### src/rtl/fu_result_arbiter.sv
// Functional-unit result arbiter: per-FU FIFOs feeding one writeback port through a
// round-robin arbiter with valid/ready handshakes and a synchronous flush.
module fu_result_arbiter #(
    parameter int unsigned NUM_FU       = 4,
    parameter int unsigned FIFO_DEPTH   = 2,
    parameter int unsigned INST_ID_BITS = 6,
    parameter int unsigned PRN_BITS     = 6,
    parameter int unsigned MAX_OPERANDS = 3,
    parameter int unsigned SRC_BITS     = $clog2(NUM_FU)
) (
    input  logic                                                clk,
    input  logic                                                rst,
    input  logic                                                flush,
    input  logic [NUM_FU-1:0]                                   fu_out_valid,
    output logic [NUM_FU-1:0]                                   fu_out_ready,
    input  logic [NUM_FU-1:0][INST_ID_BITS-1:0]                 fu_out_inst_id,
    input  logic [NUM_FU-1:0][MAX_OPERANDS-1:0][PRN_BITS-1:0]   fu_out_prn,
    input  logic [NUM_FU-1:0][MAX_OPERANDS-1:0][63:0]           fu_out_data,
    input  logic [NUM_FU-1:0][MAX_OPERANDS-1:0]                 fu_out_data_valid,
    output logic                                                wb_valid,
    input  logic                                                wb_ready,
    output logic [INST_ID_BITS-1:0]                             wb_inst_id,
    output logic [MAX_OPERANDS-1:0][PRN_BITS-1:0]               wb_prn,
    output logic [MAX_OPERANDS-1:0][63:0]                       wb_data,
    output logic [MAX_OPERANDS-1:0]                             wb_data_valid,
    output logic [SRC_BITS-1:0]                                 wb_src
);

    localparam int unsigned PtrBits = $clog2(FIFO_DEPTH);
    localparam int unsigned CntBits = $clog2(FIFO_DEPTH + 1);

    // Packet storage (not reset: contents are only observed when count says valid)
    logic [INST_ID_BITS-1:0]                   mem_inst_id [NUM_FU][FIFO_DEPTH];
    logic [MAX_OPERANDS-1:0][PRN_BITS-1:0]     mem_prn     [NUM_FU][FIFO_DEPTH];
    logic [MAX_OPERANDS-1:0][63:0]             mem_data    [NUM_FU][FIFO_DEPTH];
    logic [MAX_OPERANDS-1:0]                   mem_dv      [NUM_FU][FIFO_DEPTH];

    logic [PtrBits-1:0]  head_q  [NUM_FU];
    logic [PtrBits-1:0]  tail_q  [NUM_FU];
    logic [CntBits-1:0]  count_q [NUM_FU];

    logic [SRC_BITS-1:0] rr_ptr_q;
    logic [SRC_BITS-1:0] sel_q;
    logic                lock_q;

    logic [NUM_FU-1:0]   nonempty;
    logic [NUM_FU-1:0]   push;
    logic [NUM_FU-1:0]   pop;
    logic [SRC_BITS-1:0] scan_sel;
    logic [SRC_BITS-1:0] sel;
    logic                found;
    logic                accept;
    logic [SRC_BITS-1:0] rr_next;

    // Channel status, handshakes and push/pop decode; flush suppresses both
    always_comb begin
        for (int i = 0; i < NUM_FU; i++) begin
            nonempty[i]     = (count_q[i] != '0);
            fu_out_ready[i] = !rst && (count_q[i] != CntBits'(FIFO_DEPTH));
        end
        push   = fu_out_valid & fu_out_ready & {NUM_FU{!flush}};
        accept = wb_valid && wb_ready && !flush;
        for (int i = 0; i < NUM_FU; i++) begin
            pop[i] = accept && (sel == SRC_BITS'(i));
        end
    end

    // Round-robin scan starting at rr_ptr; a locked grant overrides the scan
    always_comb begin
        found    = 1'b0;
        scan_sel = '0;
        for (int k = 0; k < NUM_FU; k++) begin
            if (!found && nonempty[(int'(rr_ptr_q) + k) % NUM_FU]) begin
                scan_sel = SRC_BITS'((int'(rr_ptr_q) + k) % NUM_FU);
                found    = 1'b1;
            end
        end
        sel      = lock_q ? sel_q : scan_sel;
        wb_valid = |nonempty;
        rr_next  = (sel == SRC_BITS'(NUM_FU - 1)) ? '0 : sel + SRC_BITS'(1);
    end

    // Writeback payload: head of the granted channel, zero when nothing is valid
    always_comb begin
        wb_inst_id    = '0;
        wb_prn        = '0;
        wb_data       = '0;
        wb_data_valid = '0;
        wb_src        = '0;
        if (wb_valid) begin
            wb_inst_id    = mem_inst_id[sel][head_q[sel]];
            wb_prn        = mem_prn[sel][head_q[sel]];
            wb_data       = mem_data[sel][head_q[sel]];
            wb_data_valid = mem_dv[sel][head_q[sel]];
            wb_src        = sel;
        end
    end

    // FIFO pointers and occupancy per channel
    always_ff @(posedge clk or posedge rst) begin
        if (rst) begin
            for (int i = 0; i < NUM_FU; i++) begin
                head_q[i]  <= '0;
                tail_q[i]  <= '0;
                count_q[i] <= '0;
            end
        end else if (flush) begin
            for (int i = 0; i < NUM_FU; i++) begin
                head_q[i]  <= '0;
                tail_q[i]  <= '0;
                count_q[i] <= '0;
            end
        end else begin
            for (int i = 0; i < NUM_FU; i++) begin
                if (push[i]) tail_q[i] <= tail_q[i] + PtrBits'(1);
                if (pop[i])  head_q[i] <= head_q[i] + PtrBits'(1);
                if (push[i] && !pop[i])      count_q[i] <= count_q[i] + CntBits'(1);
                else if (pop[i] && !push[i]) count_q[i] <= count_q[i] - CntBits'(1);
            end
        end
    end

    // Packet write at the tail of each accepting channel
    always_ff @(posedge clk) begin
        for (int i = 0; i < NUM_FU; i++) begin
            if (push[i]) begin
                mem_inst_id[i][tail_q[i]] <= fu_out_inst_id[i];
                mem_prn[i][tail_q[i]]     <= fu_out_prn[i];
                mem_data[i][tail_q[i]]    <= fu_out_data[i];
                mem_dv[i][tail_q[i]]      <= fu_out_data_valid[i];
            end
        end
    end

    // Grant lock holds a stalled selection stable; acceptance advances rr_ptr
    always_ff @(posedge clk or posedge rst) begin
        if (rst) begin
            rr_ptr_q <= '0;
            sel_q    <= '0;
            lock_q   <= 1'b0;
        end else if (flush) begin
            lock_q <= 1'b0;
        end else if (accept) begin
            lock_q   <= 1'b0;
            rr_ptr_q <= rr_next;
        end else if (wb_valid) begin
            lock_q <= 1'b1;
            sel_q  <= sel;
        end
    end

endmodule

### config.mk
export PLATFORM = sky130hd
export DESIGN_NAME = fu_result_arbiter
export DESIGN_NICKNAME = d
export VERILOG_FILES = /design/src/rtl/fu_result_arbiter.sv
export SDC_FILE = /design/constraint.sdc
export NUM_CORES = 2
export LEC_CHECK = 0
export ABC_AREA = 1
export ABC_CLOCK_PERIOD_IN_PS = 22200
export CAP_MARGIN = 30
export CORE_AREA = 5 5 430 432
export DETAILED_ROUTE_END_ITERATION = 16
export DIE_AREA = 0 0 435 437
export GPL_TIMING_DRIVEN = 0
export PLACE_DENSITY = 0.76
export SETUP_SLACK_MARGIN = 0.02
export SYNTH_ARGS = -nofsm -noshare
export SYNTH_HDL_FRONTEND = slang
export SYNTH_SLANG_ARGS = --single-unit
### constraint.sdc
create_clock -name clk -period 22.2 [get_ports clk]
set_input_delay 4.44 -clock clk [delete_from_list [all_inputs] [get_ports clk]]
set_output_delay 4.44 -clock clk [all_outputs]
set_load 0.05 [all_outputs]
## Word level (Yosys, flattened, before mapping)

Memory sizes are Yosys's and may differ from the RTL's.
Index checks and enable logic that the tools add are counted.

| storage, ports and cells | value |
|---|---|
| register bits after elaboration | 21 |
| latch bits | 0 |
| bits in writable memories | 1752 |
| bits in read-only memories | 0 |
| bits of input ports | 884 |
| output and inout bits | 226 |
| logic and storage cells | 240 |
| memories | 4 |

Memories:

| memory | words | width | read ports | clocked after memory_dff | write ports | line | text |
|---|---|---|---|---|---|---|---|
| mem_data | 4 | 384 | 1 | 0 | 4 | 35 | `logic [MAX_OPERANDS-1:0][63:0] mem_data [NUM_FU][FIFO_DEPTH];` |
| mem_prn | 4 | 36 | 1 | 0 | 4 | 34 | `logic [MAX_OPERANDS-1:0][PRN_BITS-1:0] mem_prn [NUM_FU][FIFO_DEPTH];` |
| mem_inst_id | 4 | 12 | 1 | 0 | 4 | 33 | `logic [INST_ID_BITS-1:0] mem_inst_id [NUM_FU][FIFO_DEPTH];` |
| mem_dv | 4 | 6 | 1 | 0 | 4 | 36 | `logic [MAX_OPERANDS-1:0] mem_dv [NUM_FU][FIFO_DEPTH];` |

| operators by class | value |
|---|---|
| add/sub/neg operators | 20 |
| $mul | 0 |
| div/mod/pow operators | 0 |
| magnitude comparators | 14 |
| eq/ne operators | 7 |
| shift operators | 0 |
| muxes and demuxes | 111 |
| bitwise gates (word level) | 10 |
| reduce and logical (&&, ||, !) cells | 59 |

Operator list:

| cell | count |
|---|---|
| 192-bit two-way mux | 8 |
| 384-bit two-way mux | 4 |
| 192-bit demux with 1-bit select | 4 |
| 18-bit two-way mux | 8 |
| 36-bit two-way mux | 4 |
| 18-bit demux with 1-bit select | 4 |
| 6-bit two-way mux | 12 |
| 12-bit two-way mux | 4 |
| 2-bit two-way mux | 15 |
| 1-bit logical AND | 25 |
| 6-bit demux with 1-bit select | 4 |
| 1-bit two-way mux | 24 |
| 3-bit two-way mux | 8 |
| 2-bit nonzero test | 12 |
| 3-bit nonzero test | 5 |
| 1-bit zero test | 13 |
| 2-bit by 1-bit adder with 2-bit output, second input constant | 6 |
| 3-bit demux with 1-bit select | 4 |
| 2-bit by 3-bit < comparator with 1-bit output, second input constant | 4 |
| 1-bit binary-select mux with 2-bit select | 5 |
| 2-bit greater-or-equal comparator, second input constant | 5 |
| 1-bit NOT with 2-bit output | 5 |
| 1-bit adder, second input constant | 8 |
| 4-bit bitwise AND | 2 |
| 15 further kinds | 28 |

## Longest topological paths before layout

| depth | value |
|---|---|
| depth in word-level cells | 23 |
| gate-level depth with buffers | 20 |
| gate-level depth less buffers | 17 |

## Worst setup path before layout

Ideal clock, no wire load.

| timing | value |
|---|---|
| path type | input-to-reg |
| from | input port rst |
| to | memory mem_data[3][192] (netlist bit), enable pin |
| setup time | 0.804 ns |
| arrival | 14.828 ns |
| slack | 6.568 ns |
| stages | 5 |
| path buffers | 0 |
| path through | a21oi_1 > nand2_1 > nor2_1 > inv_1 > nor2_1 |

RTL lines:

| item | line | text |
|---|---|---|
| start, declared | 12 | `input logic rst,` |
| end, declared | 35 |  |

## Worst setup path after layout

| timing | value |
|---|---|
| from | input port rst |
| to | output port fu_out_ready[2] |

| on the way | value |
|---|---|
| longest elaborated chain between the ends | 2 |

Ends and longest elaborated chain:

| item | line | text |
|---|---|---|
| 1-bit zero test (no source line) | - |  |
| 1-bit logical AND | 59 | `fu_out_ready[i] = !rst && (count_q[i] != CntBits'(FIFO_DEPTH));` |
| end, declared | 15 | `output logic [NUM_FU-1:0] fu_out_ready,` |

Every way passes these cells.

==> out/metrics.yaml <==
status:
  outcome: "completed"
final_layout:
  area_delta_synth_final_pct: 28.31
  ff_latch_area_um2: 53140
  multiInputGateArea_um2: 19260
  post-route-util_pct: 56.20
  final_area_um2: 101300
  layout-drive-gt1-share_pct: 7.149
  final_net_count: 10210
  fillers: 15200
logic_synthesis:
  synthTopCellsByArea: "edfxtp_1 (67%), nand3_1 (9.9%), nand2_1 (8.7%)"
  synthAdderAreaFrac_pct: 0
  synthXorXnorAreaFrac_pct: 0.03329
  synth.area.mux_share_pct: 0
  syn_area_um2: 78920
  ys_warn_count: 0
  synthSimpleGateAreaFrac_pct: 24.11
  seq_area_frac_synth_pct: 67.33
  yosysTopAreaCell: "edfxtp_1"
  synthCells: 7942
  yosysTopAreaCellShare_pct: 66.67
  syn_nets: 8826
  ys_ff_latch: 1773
  synth_top_family_by_area: "simple AND/OR/NAND/NOR gates"
  synth_compound_gate_area_share_pct: 0.1776
  synth_area_per_cell_um2: 9.937
  ys_types: 28
drt:
  drc: 0
  ant_nets: 0
  drt_iter0_markers: 8555
  detail_route.wl_per_cell_um: 26.94
  drtPass1Iterations: 7
  drt-total-wl_mm: 323.4
  viasPerCell: 5.453
  dr_total_vias: 65460
worst_setup_path:
  cp_slowest_stage_delay_ns: 1.02
  crit_fanout: 5
  critPathBufInv: 2
  crit_path_frequent_cell: "clkdlybuf4s50_1"
  path_class: "in -> out"
  path_cells: "clkdlybuf4s50_1 -> nor2_1 -> clkdlybuf4s50_1"
  end_kind: "output pin"
  arrival_ns: 6.25
  crit_path_start_kind: "input port"
  required_ns: 17.76
  critPathTopFamily: "buffers and inverters"
  cp_slowest_cell: "clkdlybuf4s50_1"
floorplanning:
  coreArea_um2: 180200
  rows: 156
  die_h_um: 437
  die_w_um: 435
  dieArea_um2: 190100
  io_pins: 1110
  initial_utilization_pct: 43.80
grt:
  grt_pass1_vias: 62960
  gr-usage-met2_pct: 52.87
  busiest_layer: "met2"
  grt.met3_usage_pct: 9.133
  grt_max_degree: 31
  grt_pass1_wl_mm: 448.3
  overflow: 0
  grt_usage_pct: 32.81
  antenna_found_initial: 232
  grt_util_met1_pct: 37.44
sta:
  rsz0062_at_grt: "false"
  timing.fmax_mhz: 93.59
  hold_violations: 0
  max-slew-margin-rel_pct: 36.32
  tightest_slew_ns: 0.9530
  drv_slew: 0
  setup_violations: 0
  period_share_pct: 48.13
  min_period_ns: 10.69
  clock_skew_ns: 0.04659
  setup_ws_ns: 11.51
cts:
  cts_root_buf: "clkbuf_16"
  cts_tree: "yes"
  clk_latency_ns: 0.87
  cts_max_path_buffers: 3
  cts_buffers: 186
  ctsHoldBuffers: 0
  post_cts_resized: 0
  htree_levels: 4
  clk_pin_slew_worst_paths_ns: 0.06
  post_cts_buffers: 0
  clock_sinks: 1773
placement:
  place_ws_ns: 11.55
  gp_congestion: 0.9542
  placedInstanceArea_um2: 94790
  dp_hpwl_mm: 239.6
  port_buffers: 1108
flow_run:
  drv_cap: 0
worst_hold_path:
  hold_class: "reg -> reg"
[through the flow]
stage	std cells	hold slack [ns]	TNS, ns
finish	12000	0.4986	0
global route	11960	0.5438	0
CTS	11840	0.4989	0
detailed placement	11500	0.4893	0
global placement	11420	0.4799	-3471.35
floorplan	7942	0.4584	0
[sequential cells by signal, indices dropped and copies added, names as in the netlist]
register and cells:
count_q 8, head_q 4, lock_q 1, mem_data 1536
mem_dv 24, mem_inst_id 48, mem_prn 144, rr_ptr_q 2
sel_q 2, tail_q 4
[cells by family (layout without fill, tap and decap cells)]
| group | count (synthesis) | after routing |
|---|---|---|
| other cells | 0 | 163 |
| buf+inv | 1612 | 3140 |
| flops | 1773 | 1773 |
| simple gates | 4529 | 4529 |
| xor+xnor | 3 | 3 |
| compound gates | 25 | 25 |
[placed cells by master (no fill, tap or decap), types with 3 or more instances in the layout]
cell             instances
nand2_1               1824
edfxtp_1              1752
nand3_1               1558
inv_1                 1118
nor2_1                1114
clkdlybuf4s50_1       1108
buf_2                  244
clkbuf_1               198
clkbuf_16              189
diode_2                163
buf_12                  63
buf_4                   44
clkinv_1                37
clkinv_2                34
buf_1                   21
dfrtp_1                 21
bufinv_16               18
o21ai_0                 15
buf_16                  15
nand4_1                 13
buf_6                    9
nor2_4                   8
clkinv_8                 7
clkbuf_8                 7
clkbuf_2                 6
clkinvlp_4               6
a21oi_1                  4
nand3_2                  4
inv_6                    4
buf_8                    4
nor2_2                   3
xor2_1                   3
[final timing paths]
| check | start | endpoint | slack, ns | cells after the start |
|---|---|---|---|---|
| max in group asynchronous | rst | count_q[3]$_DFFE_PP0P_ | 17.39 | 2 |
| setup / recovery | rst | fu_out_ready[2] | 11.51 | 3 |
| hold / removal | head_q[1]$_DFFE_PP0P_ | head_q[1]$_DFFE_PP0P_ | 0.50 | 1 |
| hold reg to reg | head_q[1]$_DFFE_PP0P_ | head_q[1]$_DFFE_PP0P_ | 0.50 | 1 |
| setup reg to reg | count_q[1]$_DFFE_PP0P_ | count_q[5]$_DFFE_PP0P_ | 18.91 | 14 |
| min in group asynchronous | rst | count_q[4]$_DFFE_PP0P_ | 4.26 | 2 |
[cell usage after synthesis, drive strengths merged]
cell and count:
nor2 1125, a21oi 4, edfxtp 1752, buf 317, xor2 3, inv 1121, o21ai 17, nor3 1
a21boi 1, o211ai 1, or2 1, o31ai 1, nand2 1827, nand4 13, dfrtp 21, nand3 1562
o22ai 1, clkbuf 174
[area by class of cell]
type,instances,share of cell area (%)
diodes,163,0.4028
plain buffers,491,2.352
clock buffers,226,4.877
clock inverters,111,1.108
inverters,1121,4.158
multi-input cells,4557,19.02
flip-flops and latches,1773,52.48
well taps,2370,2.929
repair buffers,1191,12.68
[metal layers]
| layer | up-vias | part of all wire [%] | routed length [um] |
|---|---|---|---|
| met3 | 984 | 11 | 35890 |
| met2 | 4477 | 47 | 152700 |
| met1 | 31080 | 33 | 107800 |
| met4 | 70 | 8.2 | 26560 |
| met5 | - | 0.14 | 453 |
| li1 | 28850 | - | - |
Power is not shown: default switching activity piles up to over one toggle a cycle in this logic, so the estimate is an artifact.
